### src/rtl/cpu_pkg.sv
// cpu_pkg: shared opcodes, ALU function codes and control state encoding.
package cpu_pkg;
  typedef enum logic [1:0] {S_FETCH, S_EXEC, S_MEM, S_WB} state_t;
  localparam int OP_LOADI = 'h00;
  localparam int OP_MOV   = 'h01;
  localparam int OP_ADD   = 'h02;
  localparam int OP_SUB   = 'h03;
  localparam int OP_AND   = 'h04;
  localparam int OP_OR    = 'h05;
  localparam int OP_J     = 'h06;
  localparam int OP_BEQ   = 'h07;
  localparam int OP_BNE   = 'h08;
  localparam int OP_SRL   = 'h09;
  localparam int OP_SLL   = 'h0A;
  localparam int OP_ROR   = 'h0B;
  localparam int OP_SRA   = 'h0C;
  localparam int OP_MUL   = 'h0D;
  localparam int OP_LWD   = 'h0E;
  localparam int OP_LWI   = 'h0F;
  localparam int OP_SWD   = 'h10;
  localparam int OP_SWI   = 'h11;
  localparam int ALU_FWD  = 0;
  localparam int ALU_ADD  = 1;
  localparam int ALU_AND  = 2;
  localparam int ALU_OR   = 3;
  localparam int ALU_SRL  = 4;
  localparam int ALU_SLL  = 5;
  localparam int ALU_ROR  = 6;
  localparam int ALU_SRA  = 7;
  localparam int ALU_MUL  = 8;
endpackage

### src/rtl/ctrl_decode.sv
// ctrl_decode: pure opcode to datapath-control decode used during EXEC.
module ctrl_decode
  import cpu_pkg::*;
#(
  parameter int OPCODE_W = 8,
  parameter int ALUOP_W  = 4
) (
  input  logic [OPCODE_W-1:0] opcode,
  output logic [ALUOP_W-1:0]  aluop,
  output logic                we,
  output logic                minus,
  output logic                imm,
  output logic                branch,
  output logic                jump,
  output logic                bne,
  output logic                is_mem,
  output logic                is_store,
  output logic                illegal
);
  always_comb begin
    aluop    = '0;
    we       = 1'b0;
    minus    = 1'b0;
    imm      = 1'b0;
    branch   = 1'b0;
    jump     = 1'b0;
    bne      = 1'b0;
    is_mem   = 1'b0;
    is_store = 1'b0;
    illegal  = 1'b0;
    case (opcode)
      OPCODE_W'(OP_LOADI): begin imm = 1'b1; we = 1'b1; end
      OPCODE_W'(OP_MOV):   we = 1'b1;
      OPCODE_W'(OP_ADD):   begin aluop = ALUOP_W'(ALU_ADD); we = 1'b1; end
      OPCODE_W'(OP_SUB):   begin aluop = ALUOP_W'(ALU_ADD); minus = 1'b1; we = 1'b1; end
      OPCODE_W'(OP_AND):   begin aluop = ALUOP_W'(ALU_AND); we = 1'b1; end
      OPCODE_W'(OP_OR):    begin aluop = ALUOP_W'(ALU_OR); we = 1'b1; end
      OPCODE_W'(OP_J):     jump = 1'b1;
      OPCODE_W'(OP_BEQ):   begin aluop = ALUOP_W'(ALU_ADD); minus = 1'b1; branch = 1'b1; end
      OPCODE_W'(OP_BNE):   begin aluop = ALUOP_W'(ALU_ADD); minus = 1'b1; bne = 1'b1; end
      OPCODE_W'(OP_SRL):   begin aluop = ALUOP_W'(ALU_SRL); imm = 1'b1; we = 1'b1; end
      OPCODE_W'(OP_SLL):   begin aluop = ALUOP_W'(ALU_SLL); imm = 1'b1; we = 1'b1; end
      OPCODE_W'(OP_ROR):   begin aluop = ALUOP_W'(ALU_ROR); imm = 1'b1; we = 1'b1; end
      OPCODE_W'(OP_SRA):   begin aluop = ALUOP_W'(ALU_SRA); imm = 1'b1; we = 1'b1; end
      OPCODE_W'(OP_MUL):   begin aluop = ALUOP_W'(ALU_MUL); we = 1'b1; end
      OPCODE_W'(OP_LWD):   is_mem = 1'b1;
      OPCODE_W'(OP_LWI):   begin is_mem = 1'b1; imm = 1'b1; end
      OPCODE_W'(OP_SWD):   begin is_mem = 1'b1; is_store = 1'b1; end
      OPCODE_W'(OP_SWI):   begin is_mem = 1'b1; is_store = 1'b1; imm = 1'b1; end
      default:             illegal = 1'b1;
    endcase
  end
endmodule

### src/rtl/control_fsm.sv
// control_fsm: FETCH/EXEC/MEM/WB sequencer with memory wait timeout and sticky error.
module control_fsm
  import cpu_pkg::*;
#(
  parameter int INSTR_W  = 32,
  parameter int OPCODE_W = 8,
  parameter int ALUOP_W  = 4,
  parameter int TIMEOUT  = 16
) (
  input  logic               CLK,
  input  logic               RESET,
  input  logic [INSTR_W-1:0] INSTRUCTION,
  input  logic               INSTR_VALID,
  input  logic               MEM_BUSYWAIT,
  output logic [ALUOP_W-1:0] ALUOP,
  output logic               WRITEENABLE,
  output logic               MUX_MINUS,
  output logic               MUX_IMMEDIATE,
  output logic               MUX_MEMDATA,
  output logic               BRANCH,
  output logic               JUMP,
  output logic               B_NOTEQUAL,
  output logic               MEM_READ,
  output logic               MEM_WRITE,
  output logic               PC_ADVANCE,
  output logic               ILLEGAL,
  output logic               MEM_ERR
);
  localparam int CW = $clog2(TIMEOUT + 1);
  state_t state_q, state_d;
  logic [OPCODE_W-1:0] op_q, op_d;
  logic [CW-1:0] cnt_q, cnt_d;
  logic mem_err_q, mem_err_d;
  logic [ALUOP_W-1:0] d_aluop;
  logic d_we, d_minus, d_imm, d_branch, d_jump, d_bne, d_mem, d_store, d_illegal;
  logic unused_instr;
  assign unused_instr = ^INSTRUCTION[INSTR_W-OPCODE_W-1:0];
  ctrl_decode #(.OPCODE_W(OPCODE_W), .ALUOP_W(ALUOP_W)) u_dec (
    .opcode(op_q), .aluop(d_aluop), .we(d_we), .minus(d_minus), .imm(d_imm),
    .branch(d_branch), .jump(d_jump), .bne(d_bne), .is_mem(d_mem),
    .is_store(d_store), .illegal(d_illegal)
  );
  always_comb begin
    state_d       = state_q;
    op_d          = op_q;
    cnt_d         = cnt_q;
    mem_err_d     = mem_err_q;
    ALUOP         = '0;
    WRITEENABLE   = 1'b0;
    MUX_MINUS     = 1'b0;
    MUX_IMMEDIATE = 1'b0;
    MUX_MEMDATA   = 1'b0;
    BRANCH        = 1'b0;
    JUMP          = 1'b0;
    B_NOTEQUAL    = 1'b0;
    MEM_READ      = 1'b0;
    MEM_WRITE     = 1'b0;
    PC_ADVANCE    = 1'b0;
    ILLEGAL       = 1'b0;
    case (state_q)
      S_FETCH: if (INSTR_VALID) begin
        op_d    = INSTRUCTION[INSTR_W-1 -: OPCODE_W];
        state_d = S_EXEC;
      end
      S_EXEC: begin
        ALUOP         = d_aluop;
        WRITEENABLE   = d_we;
        MUX_MINUS     = d_minus;
        MUX_IMMEDIATE = d_imm;
        BRANCH        = d_branch;
        JUMP          = d_jump;
        B_NOTEQUAL    = d_bne;
        ILLEGAL       = d_illegal;
        PC_ADVANCE    = !d_mem;
        cnt_d         = '0;
        state_d       = d_mem ? S_MEM : S_FETCH;
      end
      // Timeout abandons the access: retire without writeback and flag the error.
      S_MEM: if (cnt_q == CW'(TIMEOUT)) begin
        PC_ADVANCE = 1'b1;
        mem_err_d  = 1'b1;
        state_d    = S_FETCH;
      end else begin
        MEM_READ  = !d_store;
        MEM_WRITE = d_store;
        if (MEM_BUSYWAIT) cnt_d = cnt_q + CW'(1);
        else begin
          PC_ADVANCE = d_store;
          state_d    = d_store ? S_FETCH : S_WB;
        end
      end
      S_WB: begin
        WRITEENABLE = 1'b1;
        MUX_MEMDATA = 1'b1;
        PC_ADVANCE  = 1'b1;
        state_d     = S_FETCH;
      end
      default: state_d = S_FETCH;
    endcase
  end
  assign MEM_ERR = mem_err_q;
  always_ff @(posedge CLK or negedge RESET) begin
    if (!RESET) begin
      state_q   <= S_FETCH;
      op_q      <= '0;
      cnt_q     <= '0;
      mem_err_q <= 1'b0;
    end else begin
      state_q   <= state_d;
      op_q      <= op_d;
      cnt_q     <= cnt_d;
      mem_err_q <= mem_err_d;
    end
  end
endmodule

### config.mk
export PLATFORM = sky130hd
export DESIGN_NAME = control_fsm
export DESIGN_NICKNAME = d
export VERILOG_FILES = /design/src/rtl/cpu_pkg.sv /design/src/rtl/ctrl_decode.sv /design/src/rtl/control_fsm.sv
export SDC_FILE = /design/constraint.sdc
export NUM_CORES = 1
export LEC_CHECK = 0
export ABC_AREA = 1
export BUFFER_PORTS_ARGS = -buffer_cell sky130_fd_sc_hd__buf_4
export CAP_MARGIN = 20
export CORE_MARGIN = 2
export CORE_UTILIZATION = 46
export DETAILED_ROUTE_END_ITERATION = 7
export PLACE_DENSITY = 0.78
export SLEW_MARGIN = 20
export SYNTH_ARGS = -nofsm -noshare
export SYNTH_HDL_FRONTEND = slang
export SYNTH_SLANG_ARGS = --single-unit
### constraint.sdc
create_clock -name CLK -period 1.61 [get_ports CLK]
set_input_delay 0.2415 -clock CLK [delete_from_list [all_inputs] [get_ports CLK]]
set_output_delay 0.2415 -clock CLK [all_outputs]
set_load 0.02 [all_outputs]
==> flow_summary.toml <==
[drt]
drtIter0Drc = 42
wl_per_cell_microns = 14.0
drt-vias-per-instance = 5.33
ant_nets = 0
vias = 1328
first_pass_iters = 5
drc = 0
routed_wl_microns = 3490

[synthesis]
yosys_warnings = 0
yosysSeqAreaShare_pct = 34.6
netlist_area_sq_um = 1160
synth-seq-cells = 16
synthCells = 168
syn-num-nets = 206
postSynthAreaPerCell_sq_um = 6.89
synth_cell_type_count = 25

[power]
ir_drop_v = 0.000547
power_frac_seq_pct = 44.6
power.density_cell_area_nw_per_um2 = 626
leakagePower_nw = 0.947
clkPwrFrac_pct = 24.2
p_sw_share_pct = 35.9
power.switching_mw = 0.399
p_int_mw = 0.713
p_comb_share_pct = 31.1

[clocking]
clock_path_buffers = 2
path_clk_slew_ns = 0.09
clk-insertion-delay-late_ns = 0.29
clock_sinks = 16
cts_tree = "done"
htree_levels = 1
cts_buffers = 3
clockRootBuffer = "clkbuf_4"

[placement]
port_buffers = 27
dpl_worst_slack_ns = 0.0773
dpl_cell_area_sq_um = 1390
gp_congestion = 0.863
place_hpwl_microns = 1960

[sta]
tightest_slew_ns = 0.300
period_needed_ns = 1.84
setup_viol = 13
fin_ws_ns = -0.229
maxSlewViolCount = 0
setup_tns_ns = -2.18
rsz0062_at_grt = "true"
fin_crit_sh_pct = 114
slew_headroom_pct = 79.9
max_freq_mhz = 544
skew_ns = 0.00676
hold_violations = 0

[finish]
syn_to_final_growth_pct = 53.4
nets = 258
final_layout_size_suffix_gt1_share_pct = 51.6
final_area_sq_um = 1780
antenna-diode-count = 0

[floorplanning]
die_width_microns = 54.2
initial_core_util_pct = 47.6
pin_count = 52
num_rows = 18
die_h_microns = 54.2
dieArea_sq_um = 2930
core_sq_um = 2430

[global_route]
grt_pass1_wl_microns = 5010
antenna_found_initial = 0
grt_max_degree = 17
grt_overflow = 0
grt_pass1_vias = 1180
grtUsageTotal_pct = 23.5

[setup_path]
worstSetupPathDepth = 8
end_kind = "primary output"
cpPeakStageDelay_ns = 0.43
crit_arrival_ns = 1.60
worst-path-buf-inv = 1
slowest_stage = "dfrtp_1"
worstSetupPathType = "flop to primary output"
rr_worst_depth = 12
cp_cell_sequence = "nor2_4, nand2_4, nor2_4, nand2_2, nand3_2, nor2_1, nor2_1, buf_4"
startpoint_type = "flop"
cp.required_ns = 1.37
cp_max_fo = 5
critPathTopFamily = "simple AND/OR/NAND/NOR gates"

[hold_path]
min_path_type = "input pin to flop"
hold_depth = 2

[run_status]
violations = "negative setup slack"
status = "complete, but fails checks"

[flow_run]
cap_violations = 0
-- synthesized netlist by cell type --
master / n / area [sq um]
clkinv_1: 1 / 3.75
nor2_2: 4 / 25.0
dfrtp_1: 16 / 400
mux2_1: 1 / 11.3
nor3_1: 3 / 15.0
a21oi_1: 10 / 50.1
o21ai_0: 2 / 10.0
buf_6: 1 / 11.3
xor2_1: 2 / 17.5
o21ai_1: 5 / 25.0
nand3_1: 14 / 70.1
nand2_4: 2 / 22.5
ha_1: 2 / 25.0
nand2_1: 41 / 154
inv_2: 6 / 22.5
nand4_1: 3 / 18.8
and3_1: 1 / 6.26
nor2_1: 23 / 86.3
nor4_2: 1 / 12.5
buf_2: 1 / 5.00
inv_1: 21 / 78.8
nand2_2: 2 / 12.5
nor2_8: 1 / 20.0
xnor2_1: 1 / 8.76
nor2_4: 4 / 45.0
-- registers in the layout (all words and copies together) (netlist names) --
name	count
op_q	8
cnt_q	5
state_q	2
MEM_ERR	1
-- routing by layer --
layer	track usage [%]	up-vias	part of all wire, %
li1	-	627	-
met1	28.6	611	41
met2	38.4	70	50
met3	4.72	20	5.5
met4	13.3	0	3.5
met5	0	-	0
-- final timing paths --
kind	startpoint	end	slack [ns]
max	op_q[4]	MUX_IMMEDIATE	-0.23
min	INSTRUCTION[28]	op_q[4]	0.16
max reg2reg	cnt_q[0]	state_q[0]	0.08
min reg2reg	MEM_ERR	MEM_ERR	0.48
max in group asynchronous	RESET	op_q[3]	1.07
min in group asynchronous	RESET	op_q[7]	0.34
-- cells by family after synthesis --
kind of cell	after synthesis	share of synthesized area [%]
xor+xnor	3	2.27
fa+ha+maj	2	2.16
flops	16	34.6
compound gates	17	7.35
buf+inv	30	10.5
simple gates	99	42.2
mux	1	0.973
-- final cells by class --
type	instances	area (sq um)
clock buffer	4	36.3
fill	170	657
inverter	28	113
multi-input combinational	122	777
sequential	16	404
tap	30	37.5
timing repair buffer	49	408
-- stage by stage --
| step | power (mW) | hold WS, ns | instances | utilization [%] |
|---|---|---|---|---|
| finish | 1.11 | 0.164 | 249 | 73.0 |
| global route | 1.17 | 0.164 | 249 | 73.0 |
| CTS | 1.04 | 0.159 | 242 | 67.1 |
| detailed placement | 0.721 | 0.113 | 224 | 57.1 |
| global placement | 0.714 | 0.109 | 224 | 57.1 |
| floorplan | 0.646 | -0.0541 | 168 | - |
-- layout by cell type (no fill, tap or decap), drive strengths merged --
cell / n
nand2: 45
mux2: 1
inv: 28
o21ai: 7
clkbuf: 4
and3: 1
a21oi: 10
nand4: 3
dlygate4sd3: 1
xor2: 2
xnor2: 1
nor4: 1
nor2: 32
ha: 2
nand3: 14
buf: 48
dfrtp: 16
nor3: 3
-- power by group through the flow --
stage | registers [mW] | logic (mW) | clock network [mW]
after global placement | 0.490 | 0.224 | 0
after floorplan | 0.480 | 0.166 | 0
after detailed placement | 0.492 | 0.229 | 0
after CTS | 0.488 | 0.277 | 0.276
final | 0.496 | 0.346 | 0.269
after global routing | 0.501 | 0.374 | 0.299
-- repair_timing --
| item | 4_1_cts | 5_1_grt |
|---|---|---|
| hold endpoints to repair | 16 | 0 |
| pin swaps | 6 | 16 |
| endpoints found under the setup margin | 14 | 16 |
| gates resized for setup | 35 | 29 |
| hold buffers | 1 | 0 |
| setup buffers | 13 | 9 |
Power figures use the tool's default switching activity.
